$ cat src/rtl/selector41_pkg.sv
// Shared types, sizes and the round-robin pick helper for the 4:1 selector arbiter.
package selector41_pkg;

  localparam int unsigned N_REQ  = 4;
  localparam int unsigned SEL_W  = 2;
  localparam int unsigned DATA_W = 4;

  typedef enum logic {
    IDLE,
    GRANT
  } arb_state_t;

  // Result of one round-robin scan.
  typedef struct packed {
    logic             found;
    logic [SEL_W-1:0] idx;
  } rr_pick_t;

  // Scan ptr, ptr+1, ptr+2, ptr+3 (mod 4); the first set request bit wins.
  // Iterating from the far end lets the nearest candidate overwrite the others.
  function automatic rr_pick_t rrPick(input logic [SEL_W-1:0] ptr,
                                      input logic [N_REQ-1:0] req);
    rr_pick_t         r;
    logic [SEL_W-1:0] cand;
    r = '0;
    for (int k = N_REQ - 1; k >= 0; k--) begin
      cand = ptr + SEL_W'(k);
      if (req[cand]) begin
        r.found = 1'b1;
        r.idx   = cand;
      end
    end
    return r;
  endfunction

  function automatic logic [N_REQ-1:0] oneHot(input logic [SEL_W-1:0] idx);
    return N_REQ'(1) << idx;
  endfunction

endpackage

$ cat src/rtl/selector41_rr_arbiter_if.sv
// Requester/consumer bundle of the round-robin selector arbiter.
//   iReq, iC0..iC3 : requests and per-requester data (driven by the sources)
//   oGnt, oS1, oS0 : one-hot grant and selector select (driven by the arbiter)
//   oZ, oValid     : registered selected data and its valid strobe
//   oBusy          : arbiter holds a grant
interface selector41_rr_arbiter_if;
  import selector41_pkg::*;

  logic [N_REQ-1:0]  iReq;
  logic [DATA_W-1:0] iC0;
  logic [DATA_W-1:0] iC1;
  logic [DATA_W-1:0] iC2;
  logic [DATA_W-1:0] iC3;
  logic [N_REQ-1:0]  oGnt;
  logic              oS1;
  logic              oS0;
  logic [DATA_W-1:0] oZ;
  logic              oValid;
  logic              oBusy;

  // Source side: requesters and the downstream consumer.
  modport master (
    output iReq, iC0, iC1, iC2, iC3,
    input  oGnt, oS1, oS0, oZ, oValid, oBusy
  );

  // Arbiter side.
  modport slave (
    input  iReq, iC0, iC1, iC2, iC3,
    output oGnt, oS1, oS0, oZ, oValid, oBusy
  );
endinterface

$ cat src/rtl/selector41.sv
// Combinational 4-bit 4:1 selector: oZ = iC[{iS1,iS0}].
//   iC0..iC3 : data inputs
//   iS1, iS0 : select MSB/LSB
//   oZ       : selected data
module selector41
  import selector41_pkg::*;
(
  input  logic [DATA_W-1:0] iC0,
  input  logic [DATA_W-1:0] iC1,
  input  logic [DATA_W-1:0] iC2,
  input  logic [DATA_W-1:0] iC3,
  input  logic              iS1,
  input  logic              iS0,
  output logic [DATA_W-1:0] oZ
);

  always_comb begin
    oZ = iC0;
    unique case ({iS1, iS0})
      2'b00: oZ = iC0;
      2'b01: oZ = iC1;
      2'b10: oZ = iC2;
      2'b11: oZ = iC3;
      default: oZ = iC0;
    endcase
  end

endmodule

$ cat src/rtl/selector41_rr_arbiter.sv
// Round-robin arbiter sharing one 4:1 selector among four requesters.
//   iClk, iRst : clock, asynchronous active-high reset
//   bus        : slave side of selector41_rr_arbiter_if (requests, data, grant,
//                select, registered data, valid, busy)
// A grant lasts until its requester drops or HOLD_MAX cycles elapse; on release
// the next grantee is picked in the same edge, starting after the old one.
module selector41_rr_arbiter
  import selector41_pkg::*;
#(
  parameter int unsigned HOLD_MAX = 4,
  parameter int unsigned CNT_W    = 4
) (
  input  logic                  iClk,
  input  logic                  iRst,
  selector41_rr_arbiter_if.slave bus
);

  arb_state_t        state;
  logic [SEL_W-1:0]  sel;
  logic [SEL_W-1:0]  ptr;
  logic [CNT_W-1:0]  cnt;
  logic [DATA_W-1:0] muxZ;

  logic              reqG;
  logic              release_c;
  logic [SEL_W-1:0]  nextPtr;
  rr_pick_t          pickIdle;
  rr_pick_t          pickRel;

  // Select lines are the grantee index; they hold while idle.
  assign bus.oS1 = sel[1];
  assign bus.oS0 = sel[0];

  selector41 uMux (
    .iC0 (bus.iC0),
    .iC1 (bus.iC1),
    .iC2 (bus.iC2),
    .iC3 (bus.iC3),
    .iS1 (sel[1]),
    .iS0 (sel[0]),
    .oZ  (muxZ)
  );

  // Release decision and both candidate picks (idle scan, post-release scan).
  always_comb begin
    reqG      = bus.iReq[sel];
    release_c = !reqG || (cnt == CNT_W'(HOLD_MAX));
    nextPtr   = sel + SEL_W'(1);
    pickIdle  = rrPick(ptr, bus.iReq);
    pickRel   = rrPick(nextPtr, bus.iReq);
  end

  // Arbitration FSM with registered grant, data and status outputs.
  always_ff @(posedge iClk or posedge iRst) begin
    if (iRst) begin
      state      <= IDLE;
      sel        <= '0;
      ptr        <= '0;
      cnt        <= '0;
      bus.oGnt   <= '0;
      bus.oZ     <= '0;
      bus.oValid <= 1'b0;
      bus.oBusy  <= 1'b0;
    end else begin
      bus.oValid <= (state == GRANT) && reqG;
      if ((state == GRANT) && reqG) begin
        bus.oZ <= muxZ;
      end

      unique case (state)
        IDLE: begin
          if (pickIdle.found) begin
            state     <= GRANT;
            bus.oBusy <= 1'b1;
            sel       <= pickIdle.idx;
            bus.oGnt  <= oneHot(pickIdle.idx);
            cnt       <= CNT_W'(1);
          end
        end
        GRANT: begin
          if (release_c) begin
            ptr <= nextPtr;
            if (pickRel.found) begin
              sel      <= pickRel.idx;
              bus.oGnt <= oneHot(pickRel.idx);
              cnt      <= CNT_W'(1);
            end else begin
              state     <= IDLE;
              bus.oBusy <= 1'b0;
              bus.oGnt  <= '0;
            end
          end else begin
            cnt <= cnt + CNT_W'(1);
          end
        end
        default: state <= IDLE;
      endcase
    end
  end

endmodule

$ cat src/flat_wrapper.sv
// flat-port wrapper written by rule: the top's interface ports become plain ports
module selector41_rr_arbiter_flat import selector41_pkg::*;
#(
  parameter int unsigned HOLD_MAX = 4,
  parameter int unsigned CNT_W    = 4
)
  (iClk, iRst, bus_iReq, bus_iC0, bus_iC1, bus_iC2, bus_iC3, bus_oGnt, bus_oS1, bus_oS0, bus_oZ, bus_oValid, bus_oBusy);
  selector41_rr_arbiter_if bus_i ();
  input  logic iClk;
  input  logic iRst;
  input wire logic [$bits(bus_i.iReq)-1:0] bus_iReq;
  input wire logic [$bits(bus_i.iC0)-1:0] bus_iC0;
  input wire logic [$bits(bus_i.iC1)-1:0] bus_iC1;
  input wire logic [$bits(bus_i.iC2)-1:0] bus_iC2;
  input wire logic [$bits(bus_i.iC3)-1:0] bus_iC3;
  output wire logic [$bits(bus_i.oGnt)-1:0] bus_oGnt;
  output wire logic [$bits(bus_i.oS1)-1:0] bus_oS1;
  output wire logic [$bits(bus_i.oS0)-1:0] bus_oS0;
  output wire logic [$bits(bus_i.oZ)-1:0] bus_oZ;
  output wire logic [$bits(bus_i.oValid)-1:0] bus_oValid;
  output wire logic [$bits(bus_i.oBusy)-1:0] bus_oBusy;
  assign bus_i.iReq = bus_iReq;
  assign bus_i.iC0 = bus_iC0;
  assign bus_i.iC1 = bus_iC1;
  assign bus_i.iC2 = bus_iC2;
  assign bus_i.iC3 = bus_iC3;
  assign bus_oGnt = bus_i.oGnt;
  assign bus_oS1 = bus_i.oS1;
  assign bus_oS0 = bus_i.oS0;
  assign bus_oZ = bus_i.oZ;
  assign bus_oValid = bus_i.oValid;
  assign bus_oBusy = bus_i.oBusy;
  selector41_rr_arbiter #(.HOLD_MAX(HOLD_MAX), .CNT_W(CNT_W)) u_core (.iClk(iClk), .iRst(iRst), .bus(bus_i));
endmodule
$ cat config.mk
export PLATFORM = sky130hd
export DESIGN_NAME = selector41_rr_arbiter_flat
export DESIGN_NICKNAME = d
export VERILOG_FILES = /design/src/rtl/selector41_pkg.sv /design/src/rtl/selector41_rr_arbiter_if.sv /design/src/rtl/selector41.sv /design/src/rtl/selector41_rr_arbiter.sv /design/src/flat_wrapper.sv
export SDC_FILE = /design/constraint.sdc
export NUM_CORES = 1
export LEC_CHECK = 0
export CORE_MARGIN = 8
export CORE_UTILIZATION = 42
export DETAILED_ROUTE_END_ITERATION = 7
export GPL_TIMING_DRIVEN = 0
export PLACE_DENSITY = 0.74
export RECOVER_POWER = 50
export SLEW_MARGIN = 10
export SYNTH_ARGS = -nofsm -noshare
export SYNTH_HDL_FRONTEND = slang
export SYNTH_SLANG_ARGS = --single-unit
$ cat constraint.sdc
create_clock -name iClk -period 1.8 [get_ports iClk]
set_input_delay 0.18 -clock iClk [delete_from_list [all_inputs] [get_ports iClk]]
set_output_delay 0.18 -clock iClk [all_outputs]
set_load 0.005 [all_outputs]
==> results of run 1 <==
-- worst min-delay path, delay by kind of cell --
family	cells	cell delay, ps
buf+inv	2	240
simple gates	1	80
-- sequential cells by signal, indices dropped and copies added, names as in the netlist --
| register | cells |
|---|---|
| u_core.bus.oGnt | 4 |
| u_core.bus.oZ | 4 |
| u_core.cnt | 4 |
| u_core.ptr | 2 |
| u_core.sel | 2 |
| u_core.bus.oBusy | 1 |
| u_core.bus.oValid | 1 |
| u_core.state | 1 |
-- placed cells by master (no fill, tap or decap), types with 3 or more instances in the layout --
| master | instances |
|---|---|
| sky130_fd_sc_hd__o21ai_0 | 5 |
| sky130_fd_sc_hd__a21oi_1 | 13 |
| sky130_fd_sc_hd__a222oi_1 | 4 |
| sky130_fd_sc_hd__mux2i_1 | 3 |
| sky130_fd_sc_hd__inv_1 | 9 |
| sky130_fd_sc_hd__clkdlybuf4s50_1 | 30 |
| sky130_fd_sc_hd__nor2_1 | 8 |
| sky130_fd_sc_hd__dfrtp_1 | 19 |
| sky130_fd_sc_hd__o32a_1 | 3 |
| sky130_fd_sc_hd__buf_4 | 8 |
| sky130_fd_sc_hd__nand2_1 | 8 |
| sky130_fd_sc_hd__buf_6 | 7 |
| sky130_fd_sc_hd__mux2_4 | 3 |
| sky130_fd_sc_hd__clkbuf_4 | 3 |
| sky130_fd_sc_hd__ha_1 | 5 |
-- timing repair --
action | 4_1_cts | 5_1_grt
setup buffers | 9 | 2
pin swaps | 7 | 4
setup endpoints to repair | 7 | 8
hold endpoints to repair | 0 | 0
resized for setup | 11 | 3
-- power by group through the flow --
| stage | Sequential, W | Clock [W] | Combinational [W] |
|---|---|---|---|
| 2_1_floorplan | 0.000754 | 0 | 0.00102 |
| 3_3_place_gp | 0.000752 | 0 | 0.00149 |
| 3_5_place_dp | 0.000765 | 0 | 0.00152 |
| 4_1_cts | 0.000737 | 0.000219 | 0.00183 |
| 5_1_grt | 0.000766 | 0.000238 | 0.00208 |
| 6_report | 0.000739 | 0.000217 | 0.00192 |
-- cells by family after synthesis --
logic type	synth area share (%)
compound gates	24.3
xor+xnor	0.723
fa+ha+maj	7.02
buf+inv	7.74
flops	39.2
mux	8.67
simple gates	12.4
-- per-layer routing --
metal,GRT usage [%],vias up
met5,0,-
met4,2.68,0
met3,5.29,4
met2,20.0,43
met1,14.5,533
li1,-,540
-- through the flow --
step / TNS (ps) / hold WS (ps)
after CTS: -165 / 244
after detailed placement: -2750 / 479
final: -285 / 252
after floorplan: -259 / 131
after global routing: -587 / 254
after global placement: -2650 / 469
-- Yosys cell counts --
cell,count
sky130_fd_sc_hd__mux2_4,2
sky130_fd_sc_hd__or2_1,1
sky130_fd_sc_hd__o32a_1,3
sky130_fd_sc_hd__a21oi_4,1
sky130_fd_sc_hd__and3_1,1
sky130_fd_sc_hd__buf_6,4
sky130_fd_sc_hd__o21ai_0,5
sky130_fd_sc_hd__buf_1,1
sky130_fd_sc_hd__a31oi_1,2
sky130_fd_sc_hd__nor2_1,10
sky130_fd_sc_hd__dfrtp_1,19
sky130_fd_sc_hd__mux2i_1,3
sky130_fd_sc_hd__mux4_2,1
sky130_fd_sc_hd__nor2b_1,1
sky130_fd_sc_hd__o32ai_1,3
sky130_fd_sc_hd__nand4_1,1
sky130_fd_sc_hd__a21o_1,2
sky130_fd_sc_hd__a222oi_1,4
sky130_fd_sc_hd__nand2b_1,2
sky130_fd_sc_hd__or2b_1,1
sky130_fd_sc_hd__a21oi_1,14
sky130_fd_sc_hd__nor4_4,1
sky130_fd_sc_hd__maj3_1,1
sky130_fd_sc_hd__o21a_1,1
sky130_fd_sc_hd__a211oi_1,1
sky130_fd_sc_hd__a22o_2,1
sky130_fd_sc_hd__a211o_1,1
sky130_fd_sc_hd__mux2_2,2
sky130_fd_sc_hd__o22a_1,1
sky130_fd_sc_hd__nand3b_1,1
sky130_fd_sc_hd__nand3_1,1
sky130_fd_sc_hd__a311o_1,1
sky130_fd_sc_hd__buf_4,1
sky130_fd_sc_hd__nand2_1,9
sky130_fd_sc_hd__inv_1,10
sky130_fd_sc_hd__ha_1,6
sky130_fd_sc_hd__xnor2_1,1
sky130_fd_sc_hd__o22ai_1,1
-- how the worst min path moves through the flow --
stage	from	to	cells past startpoint
after floorplan	iRst	u_core.bus.oBusy	1
after global placement	u_core.bus.oZ[3]	u_core.bus.oZ[3]	2
after detailed placement	u_core.bus.oZ[3]	u_core.bus.oZ[3]	2
after CTS	bus_iReq[3]	u_core.state	3
after global routing	bus_iReq[0]	u_core.state	3
final	bus_iReq[3]	u_core.state	3
-- cell type report --
class	instances	area, µm²
Fill cell	234	1020
Multi-Input combinational cell	86	698
Sequential cell	19	475
Timing Repair Buffer	42	408
Buffer	5	45.0
Inverter	10	40.0
Tap cell	31	38.8
Clock buffer	3	22.5
Clock inverter	1	5.00
==> results.txt, run 1 <==
Cell at the root of the clock tree: sky130_fd_sc_hd__clkbuf_4
DP HPWL: 2240 µm
Horizontal die dimension: 69.7 µm
Setup slack of the worst register-to-register path: -120 ps
Met2 wire length: 1460 µm
Capturing point of the worst reg2reg path: u_core.bus.oGnt[0]
Wire length of the first global-routing pass: 5100 µm
Number of global-route vias before repair: 1100
R2R depth: 8
#FFs+latches synth: 19
Pwr Density: 1660 nW/µm²
Cell family with the largest share of critical-path delay: multiplexers
Pleak: 0.762 nW
Vias: 1120
Final antenna-violating net count: 0
CTS Buffer Depth: 2
Final number of hold-violating endpoints: 0
Worst slew slack as a fraction of its limit: 54.3%
Post-synthesis sequential area ratio: 39.2%
Worst Path Class, Setup: reg2reg
Layout area overhead: 42.9%
Worst endpoint data arrival time: 2110 ps
Required time of the critical path: 1980 ps
Cell taking the most area after synthesis: sky130_fd_sc_hd__dfrtp_1
Setup Skew: 12.9 ps
Post-detailed-placement cell area: 1580 µm²
Buffers & Inverters on Critical Path: 2
Netlist area before placement: 1210 µm²
Routed Wire Length: 3120 µm
Fmax: 0.520 GHz
Worst r2r src: u_core.sel[0]
Top cells by area, synth: sky130_fd_sc_hd__dfrtp_1 (39%), sky130_fd_sc_hd__ha_1 (6.2%), sky130_fd_sc_hd__a21oi_1 (5.8%), sky130_fd_sc_hd__buf_6 (3.7%), sky130_fd_sc_hd__a222oi_1 (3.3%)
Shortest clock period the worst path allows after layout: 1920 ps
Net switching power figure: 0.00110 W
Last weighted congestion value of the routability-driven placer: 0.808
TritonCTS Buffers: 3
Number of primary I/O pins: 34
Part of the total power dissipated in the clock network: 7.6%
Slew @ Worst Pin: 685 ps
Max-slew violations: 0
Layout cell share with drive strength beyond 1: 21.7%
Vias per Instance: 5.69
Core box area: 2760 µm²
Overall overflow remaining after global route: 0
Longest individual stage delay on the worst path: 380 ps
Worst Setup End Kind: flop
Clock transition at path regs: 120 ps
Post-route cell area: 1730 µm²
Fin crit share: 107%
Worst path slowest cell: sky130_fd_sc_hd__dfrtp_1
Setup violation total in the final timing report: 4
Count of buffers from port buffering: 31
Syn_nets: 149
Filler-free cell count of the finished design: 197
Wire length per cell after detailed routing: 15.8 µm
H-tree lvl count: 1
Synth top area share: 39.2%
Number of nets in the layout: 195
Largest voltage drop on the vdd net: 1160 µV
Sequential share of power: 25.7%
Setup slack after placement: -438 ps
Logic gate share of total power: 66.7%
Combined global-route utilization of all metal layers: 12.2%
Critical path launch point: u_core.sel[0]
Number of remaining DRC errors: 0
Failing checks: setup timing
Starting density of the core: 44.0%
Setup repair after global routing missed its margin: true
Placed Cells incl. Taps: 183
Total power draw: 0.00287 W
Highest layer used for signal routing: met4
Total inserted antenna cells: 0
Maximum number of pins on one net before global-route repair: 20
Hold/Removal Path Class: in2reg
Number of clock sinks: 19
Number of unique standard cell types used by synthesis: 38
Yosys synthesis warning count: 0
Status: finished, violations left
Post-layout utilization of the core: 62.8%
Avg Cell Area, Syn: 10.0 µm²
Clock latency on the worst-skew pair: 300 ps
DR iter-0 viols: 53
Number of hold buffers added after cts: 0
Endpoint of the most critical setup path: u_core.bus.oGnt[0]
Initial antenna violation count: 0
Final setup slack of the worst path: -123 ps
TritonCTS clock tree: done
Critical path launch point type: flop
Cell Chain, Critical Path: buf_6, inv_4, ha_4, mux2_4, nand2_2, a311o_1, o32ai_2, mux2_4
Total Die Area: 4860 µm²
Internal: 0.00177 W
Total routed wire length on the met1 layer: 1370 µm
Post-Synthesis Cells: 121
Switching share of power: 38.4%
Max Cap Viol: 0
Die outline height: 69.7 µm
Cell seen most often among critical-path stages: sky130_fd_sc_hd__mux2_4
Worst Path Max Fanout: 5
Sum of met3 wire segment lengths after detailed routing: 261 µm
Number of iterations in the first detailed-routing pass: 4
Stages on worst setup path: 8
Site Rows: 19
Note: power is estimated with default switching activity, not from simulation.
==> run 2, diff against run 1 <==
--- a/config.mk
+++ b/config.mk
@@ -6,12 +6,13 @@
 export NUM_CORES = 1
 export LEC_CHECK = 0
 export CORE_MARGIN = 8
-export CORE_UTILIZATION = 42
+export CORE_UTILIZATION = 43
 export DETAILED_ROUTE_END_ITERATION = 7
 export GPL_TIMING_DRIVEN = 0
-export PLACE_DENSITY = 0.74
+export PLACE_DENSITY = 0.76
 export RECOVER_POWER = 50
 export SLEW_MARGIN = 10
 export SYNTH_ARGS = -nofsm -noshare
 export SYNTH_HDL_FRONTEND = slang
+export SYNTH_HIERARCHICAL = 1
 export SYNTH_SLANG_ARGS = --single-unit
==> results.txt, run 2 <==
Total negative setup slack: 0 ps (was -285 ps)
Biggest registers after layout: u_core/bus.oGnt: 4 flops, u_core/bus.oZ: 4 flops, u_core/cnt: 4 flops (was u_core.bus.oGnt: 4 flops, u_core.bus.oZ: 4 flops, u_core.cnt: 4 flops)
Cell at the root of the clock tree: sky130_fd_sc_hd__clkbuf_4 (unchanged)
Number of remaining DRC errors: 0 (unchanged)
Required time of the critical path: 2000 ps (was 1980 ps)
Number of nets in the layout: 188 (was 195)
Number of unique standard cell types used by synthesis: 39 (was 38)
Worst Path Max Fanout: 8 (was 5)
Worst path slowest cell: sky130_fd_sc_hd__mux4_2 (was sky130_fd_sc_hd__dfrtp_1)
Post-synthesis sequential area ratio: 39.1% (was 39.2%)
Status: finished clean (was finished, violations left)
Most instantiated flip-flop cell in the synthesis netlist: sky130_fd_sc_hd__dfrtp_1 (unchanged)
Shortest clock period the worst path allows after layout: 1720 ps (was 1920 ps)
Max Cap Viol: 0 (unchanged)
Post-synth top cells: sky130_fd_sc_hd__dfrtp_1 (19), sky130_fd_sc_hd__nand2_1 (17), sky130_fd_sc_hd__a21oi_1 (12) (was sky130_fd_sc_hd__dfrtp_1 (19), sky130_fd_sc_hd__a21oi_1 (14), sky130_fd_sc_hd__inv_1 (10), sky130_fd_sc_hd__nor2_1 (10), sky130_fd_sc_hd__nand2_1 (9))
Total Die Area: 4780 µm² (was 4860 µm²)
CTS Buffer Depth: 2 (unchanged)
Fill cells: 254 (was 234)
Cell taking the most area after synthesis: sky130_fd_sc_hd__dfrtp_1 (unchanged)
Share of flip-flops with an asynchronous set or reset after synthesis: 100% (unchanged)
DP HPWL: 2230 µm (was 2240 µm)
Most common library cell in the layout ignoring fill and taps: sky130_fd_sc_hd__clkdlybuf4s50_1 (unchanged)
Syn_nets: 144 (was 149)
Routed Wire Length: 2980 µm (was 3120 µm)
H-tree lvl count: 1 (unchanged)
Pleak: 0.743 nW (was 0.762 nW)
Setup slack of the worst register-to-register path: 80 ps (was -120 ps)
Wire length per cell after detailed routing: 15.4 µm (was 15.8 µm)
Capturing point of the worst reg2reg path: u_core/bus.oGnt[1] (was u_core.bus.oGnt[0])
Initial antenna violation count: 0 (unchanged)
Hold/Removal Path Class: in2reg (unchanged)
Clock latency on the worst-skew pair: 300 ps (about the same)
Filler-free cell count of the finished design: 194 (was 197)
Worst Path Class, Setup: reg2reg (unchanged)
Commonest non-fill, non-tap cells in the layout: sky130_fd_sc_hd__clkdlybuf4s50_1 (24), sky130_fd_sc_hd__nand2_1 (17), sky130_fd_sc_hd__dfrtp_1 (17) (was sky130_fd_sc_hd__clkdlybuf4s50_1 (30), sky130_fd_sc_hd__dfrtp_1 (19), sky130_fd_sc_hd__a21oi_1 (13))
Number of clock sinks: 19 (unchanged)
Placed Cells incl. Taps: 181 (was 183)
R2R depth: 5 (was 8)
Max-slew violations: 0 (unchanged)
Pwr Density: 1480 nW/µm² (was 1660 nW/µm²)
Worst slew slack as a fraction of its limit: 51.3% (was 54.3%)
Overall overflow remaining after global route: 0 (unchanged)
Setup slack after placement: -410 ps (was -438 ps)
Post-detailed-placement cell area: 1550 µm² (was 1580 µm²)
Critical path launch point: u_core/sel[1] (was u_core.sel[0])
Netlist area before placement: 1210 µm² (about the same)
DR iter-0 viols: 70 (was 53)
Post-route cell area: 1660 µm² (was 1730 µm²)
Fin crit share: 95.5% (was 107%)
Largest voltage drop on the vdd net: 958 µV (was 1160 µV)
Longest individual stage delay on the worst path: 550 ps (was 380 ps)
Avg Cell Area, Syn: 10.1 µm² (was 10.0 µm²)
Count of buffers from port buffering: 30 (was 31)
Final number of hold-violating endpoints: 0 (unchanged)
Worst Setup End Kind: flop (unchanged)
Site Rows: 19 (unchanged)
Top cells by area, synth: sky130_fd_sc_hd__dfrtp_1 (39%), sky130_fd_sc_hd__mux4_1 (8.7%), sky130_fd_sc_hd__nand2_1 (5.3%), sky130_fd_sc_hd__a21oi_1 (4.9%), sky130_fd_sc_hd__nor2_1 (3.4%) (was sky130_fd_sc_hd__dfrtp_1 (39%), sky130_fd_sc_hd__ha_1 (6.2%), sky130_fd_sc_hd__a21oi_1 (5.8%), sky130_fd_sc_hd__buf_6 (3.7%), sky130_fd_sc_hd__a222oi_1 (3.3%))
Endpoint of the most critical setup path: u_core/bus.oGnt[1] (was u_core.bus.oGnt[0])
Clock transition at path regs: 110 ps (was 120 ps)
Number of iterations in the first detailed-routing pass: 4 (unchanged)
Starting density of the core: 44.8% (was 44.0%)
Total inserted antenna cells: 0 (unchanged)
Post-Synthesis Cells: 120 (was 121)
Number of primary I/O pins: 34 (unchanged)
Setup repair after global routing missed its margin: true (unchanged)
Vias: 1066 (was 1120)
Cell with the most instances after synthesis: sky130_fd_sc_hd__dfrtp_1 (unchanged)
Layout cell share with drive strength beyond 1: 21.5% (was 21.7%)
Horizontal die dimension: 69.2 µm (was 69.7 µm)
Yosys synthesis warning count: 6 (was 0)
TritonCTS clock tree: done (unchanged)
Core box area: 2710 µm² (was 2760 µm²)
Post-synth EDFFs: 0 (unchanged)
Hold slack final: 256 ps (was 252 ps)
Setup violation total in the final timing report: 0 (was 4)
Worst r2r src: u_core/sel[1] (was u_core.sel[0])
Worst endpoint data arrival time: 1920 ps (was 2110 ps)
Layout area overhead: 36.6% (was 42.9%)
Synth top area share: 39.1% (was 39.2%)
Last weighted congestion value of the routability-driven placer: 0.857 (was 0.808)
TritonCTS Buffers: 3 (unchanged)
Final antenna-violating net count: 0 (unchanged)
Number of global-route vias before repair: 1085 (was 1100)
Maximum number of pins on one net before global-route repair: 20 (unchanged)
#FFs+latches synth: 19 (unchanged)
Fmax: 0.582 GHz (was 0.520 GHz)
Combined global-route utilization of all metal layers: 12.1% (was 12.2%)
Final setup slack of the worst path: 80.6 ps (was -123 ps)
Critical path launch point type: flop (unchanged)
Wire length of the first global-routing pass: 5000 µm (was 5100 µm)
Vias per Instance: 5.49 (was 5.69)
Slew @ Worst Pin: 730 ps (was 685 ps)
Cell Chain, Critical Path: mux4_2, and3_4, a21oi_4, buf_4, a21oi_2 (was buf_6, inv_4, ha_4, mux2_4, nand2_2, a311o_1, o32ai_2, mux2_4)
Setup Skew: 8.42 ps (was 12.9 ps)
Die outline height: 69.2 µm (was 69.7 µm)
## run 2: cell count changes in the layout (fill, tap and decap cells not counted), sizes merged, moves of 4 or more
cell           delta
dlygate4sd3       +4
clkdlybuf4s50     -6
a222oi            -4
mux4              +4
mux2              -4
ha                -4
nand2             +8
## run 2: how the worst min path moves through the flow
stage,depth (start not counted),to,startpoint
2_1_floorplan,1,u_core/bus.oBusy,iRst
6_report,3,u_core/state,bus_iReq[3]
5_1_grt,3,u_core/state,bus_iReq[3]
3_3_place_gp,2,u_core/bus.oZ[0],u_core/bus.oZ[0]
4_1_cts,3,u_core/bus.oBusy,bus_iReq[0]
3_5_place_dp,2,u_core/bus.oZ[1],u_core/bus.oZ[1]
## run 2: cell families after synthesis
logic type,synth area share [%]
flops,39.1
fa+ha+maj,2.06
xor+xnor,1.44
buf+inv,7.11
compound gates,18.8
mux,12.2
simple gates,19.3
## run 2: critical path: cells and delay by family (launching register included)
family          cells  cell delay, ps
mux                 1             550
flops               1             430
compound gates      2             260
simple gates        1             210
buf+inv             1             160
## run 2: per-layer routing
layer / part of all wire (%) / track usage, %
met5: 0 / 0
met4: 0.47 / 4.10
met3: 4.3 / 3.29
met2: 51 / 21.1
met1: 45 / 13.9
## run 2: repair_timing
action / in CTS / in global routing
buffers inserted: 3 / 9
endpoints found under the setup margin: 11 / 4
pin swaps: 1 / 3
gates resized for setup: 2 / 3
cloned: 0 / 0
hold buffers: 0 / 0
## run 2: metrics by stage
step                      util, %  power, W
after global placement       57.3   0.00209
after CTS                    58.8   0.00240
final                        61.2   0.00246
after global routing         61.2   0.00267
after floorplan                 -   0.00163
after detailed placement     57.3   0.00215
## run 2: final cells by class
type                    count  area (µm²)  share of cell area [%]
clock buffers               4        26.3                    1.58
repair buffers             42         393                    23.7
well taps                  31        38.8                    2.34
inverters                   8        30.0                    1.81
plain buffers               4        30.0                    1.81
flip-flops and latches     19         478                    28.8
multi-input cells          86         663                    40.0
## run 2: power breakdown
| group | total (W) | leakage [nW] | internal [W] | switching [W] |
|---|---|---|---|---|
| Sequential | 0.000793 | 0.223 | 0.000631 | 0.000163 |
| Combinational | 0.00144 | 0.505 | 0.000817 | 0.000626 |
| Clock | 0.000218 | 0.0150 | 0.0000862 | 0.000132 |
| Total | 0.00246 | 0.743 | 0.00153 | 0.000921 |
==> RTL change, RTL diff (flow settings as in run 1) <==
`CNT_W` is set to 4 in 2 places; all go to 6.
--- a/src/rtl/selector41_rr_arbiter.sv
+++ b/src/rtl/selector41_rr_arbiter.sv
@@ -8,7 +8,7 @@
   import selector41_pkg::*;
 #(
   parameter int unsigned HOLD_MAX = 4,
-  parameter int unsigned CNT_W    = 4
+  parameter int unsigned CNT_W    = 6
 ) (
   input  logic                  iClk,
   input  logic                  iRst,
--- a/src/flat_wrapper.sv
+++ b/src/flat_wrapper.sv
@@ -2,7 +2,7 @@
 module selector41_rr_arbiter_flat import selector41_pkg::*;
 #(
   parameter int unsigned HOLD_MAX = 4,
-  parameter int unsigned CNT_W    = 4
+  parameter int unsigned CNT_W    = 6
 )
   (iClk, iRst, bus_iReq, bus_iC0, bus_iC1, bus_iC2, bus_iC3, bus_oGnt, bus_oS1, bus_oS0, bus_oZ, bus_oValid, bus_oBusy);
   selector41_rr_arbiter_if bus_i ();
Function: same outputs for any inputs over 10 cycles, from zero or initial values and one cycle with iRst high; that may be too few to reach the edited logic, so the function may still have changed.
==> RTL change against run 1 <==
  * The flow still finishes with violations (setup timing)
  * Synthesized cell count grew 17%
  * Critical path depth unchanged
  * Combinational power decreased by 18%
  * Sequential power rose by 7.3%
  * Sequential cell count increased by 2
  * Total power decreased by 9.6%
  * Design area increased by 0.36%
  * Setup slack worse by 0.018 ns
  * Sequential share of layout area up 2.9 points
  * Synthesized area up 3.5%
  * Maximum frequency decreased by 0.93%
  * Wire length rose by 3.6%
  * Via count rose by 8.4%
  * Highest routed layer unchanged
==> RTL change: results (changes against run 1) <==
* Antenna Cells at 0 (unchanged)
* Leak at 0.799 nW (+5.0%)
* Yosys warning total at 0 (unchanged)
* Num CTS Buffers at 3 (unchanged)
* Post-synth net total at 169 (+13%)
* H-Tree Depth at 1 (unchanged)
* First drt pass iteration count at 7 (+3)
* DRT iter0 DRCs at 64 (+21%)
* Largest regs: u_core.cnt (6), u_core.bus.oGnt (4), u_core.bus.oZ (4)
* Filler cells at 270 (+15%)
* Critical Path Fanout Max at 5 (unchanged)
* Min-delay src: bus_iReq[0]
* Clk root buf: clkbuf_4
* Clk_skew at 0.00412 ns (-0.00883 ns)
* Clock transition at path regs at 0.12 ns (about the same)
* Vias in the first global route at 1227 (+12%)
* Avg Vias per Cell at 5.59 (-1.6%)
* Seq/Total Area, Yosys at 0.419 (+0.0266)
* GPL Wtd Cong at 0.893 (+10%)
* Clock Latency Late Sink at 0.30 ns (about the same)
* Pin count of the biggest net entering global routing at 22 (+10%)
* First-pass GRT wire length at 5350 um (+5.0%)
* Total GRT Usage at 0.130 (+0.00765)
* DP Worst Slack at -0.479 ns (-0.0411 ns)
* HP Class: primary input to register
* Share of cells above drive strength 1 at 0.158 (-0.0593)
* Ys async rst share at 1.00 (unchanged)
* PortBufs at 32 (+3.2%)
* WP data arrival at 2.18 ns (+0.07 ns)
* Worst setup SP type: register
* HPWL Detailed at 2380 um (+6.4%)
* Fin nets at 213 (+9.2%)
* Final Setup Violations at 5 (+1)
* Wire per inst at 14.9 um (-5.9%)
* Reg2Reg Launch Point: u_core.sel[0]
* Max VDD drop at 0.628 mV (-46%)
* Most frequent cells after synthesis: nand2_1, dfrtp_1, o21ai_0
* Slew @ Worst Pin at 0.803 ns (+0.118 ns)
* Post-synth cell types at 38 (unchanged)
* Initial antenna violation count at 0 (unchanged)
* Longest Clk Path Bufs at 2 (unchanged)
* Violated checks: setup timing
* Status: finished with violations
* Synth area leaders: dfrtp_1, nand2_1, ha_1
* Worst setup margin at -0.141 ns (-0.0181 ns)
-- RTL change: cell count changes in the layout (fill, tap and decap cells not counted), moves of 3 or more --
| cell | change |
|---|---|
| nand2_1 | +13 |
| o21ai_0 | +9 |
| dlygate4sd3_1 | +3 |
| nor2_1 | +4 |
| nor3_1 | +4 |
| buf_6 | -6 |
-- RTL change: timing repair --
item | CTS | global route
endpoints found under the setup margin | 5 | 6
setup buffers | 6 | 1
pin swaps | 7 | 5
resized for setup | 2 | 3
-- RTL change: path summary, 6_finish.rpt --
check	endpoint	cells after the start
max reg2reg	u_core.bus.oGnt[3]	8
min reg2reg	u_core.bus.oZ[3]	2
min	u_core.state	3
max	u_core.bus.oGnt[3]	8
max in group asynchronous	u_core.sel[0]	2
min in group asynchronous	u_core.cnt[5]	2
-- RTL change: final cells by class --
type,instances,share of cell area
Buffer,4,0.0137
Clock buffer,3,0.0129
Clock inverter,1,0.00288
Inverter,11,0.0237
Multi-Input combinational cell,105,0.405
Sequential cell,21,0.304
Tap cell,33,0.0237
Timing Repair Buffer,39,0.214
-- RTL change: per-stage QoR --
stage	TNS [ns]	instance area (sq um)	hold WS, ns	std cells	total power (W)
2_1_floorplan	-0.672	1270	0.156	141	0.00170
3_3_place_gp	-1.95	1640	0.472	206	0.00216
3_5_place_dp	-2.22	1640	0.491	206	0.00222
4_1_cts	-0.645	1720	0.333	216	0.00259
5_1_grt	-1.14	1740	0.370	217	0.00284
6_report	-0.571	1740	0.376	217	0.00260
-- RTL change: cells by family (layout without fill, tap and decap cells) --
family / after synthesis / in the layout / synth area share
adder cells (fa/ha/maj): 7 / 7 / 0.0678
AND/OR/NAND/NOR: 50 / 50 / 0.187
AO/OA/AOI/OAI: 44 / 44 / 0.230
buffers and inverters: 15 / 58 / 0.0518
multiplexers: 4 / 4 / 0.0439
flip-flops: 21 / 21 / 0.419
-- RTL change: power breakdown --
group	total, W	internal, W	switching, W	leakage, nW
logic	0.00158	0.000813	0.000762	0.525
registers	0.000793	0.000662	0.000131	0.257
clock network	0.000231	0.0000829	0.000148	0.0177
total	0.00260	0.00156	0.00104	0.799
-- RTL change: critical path: stages, from the launching register on --
cell and delay (ns):
dfrtp_2 0.43, inv_2 0.08, ha_4 0.22, mux2_4 0.29
a222oi_1 0.30, buf_4 0.19, buf_4 0.11, a32oi_2 0.09
a21oi_1 0.16
-- RTL change: per-layer routing --
metal  global-route usage  share of wire  vias up
li1                     -              -      594
met3               0.0339          0.075        9
met5                    0              0        -
met4               0.0600          0.019        0
met1                0.144           0.43      558
met2                0.227           0.47       53
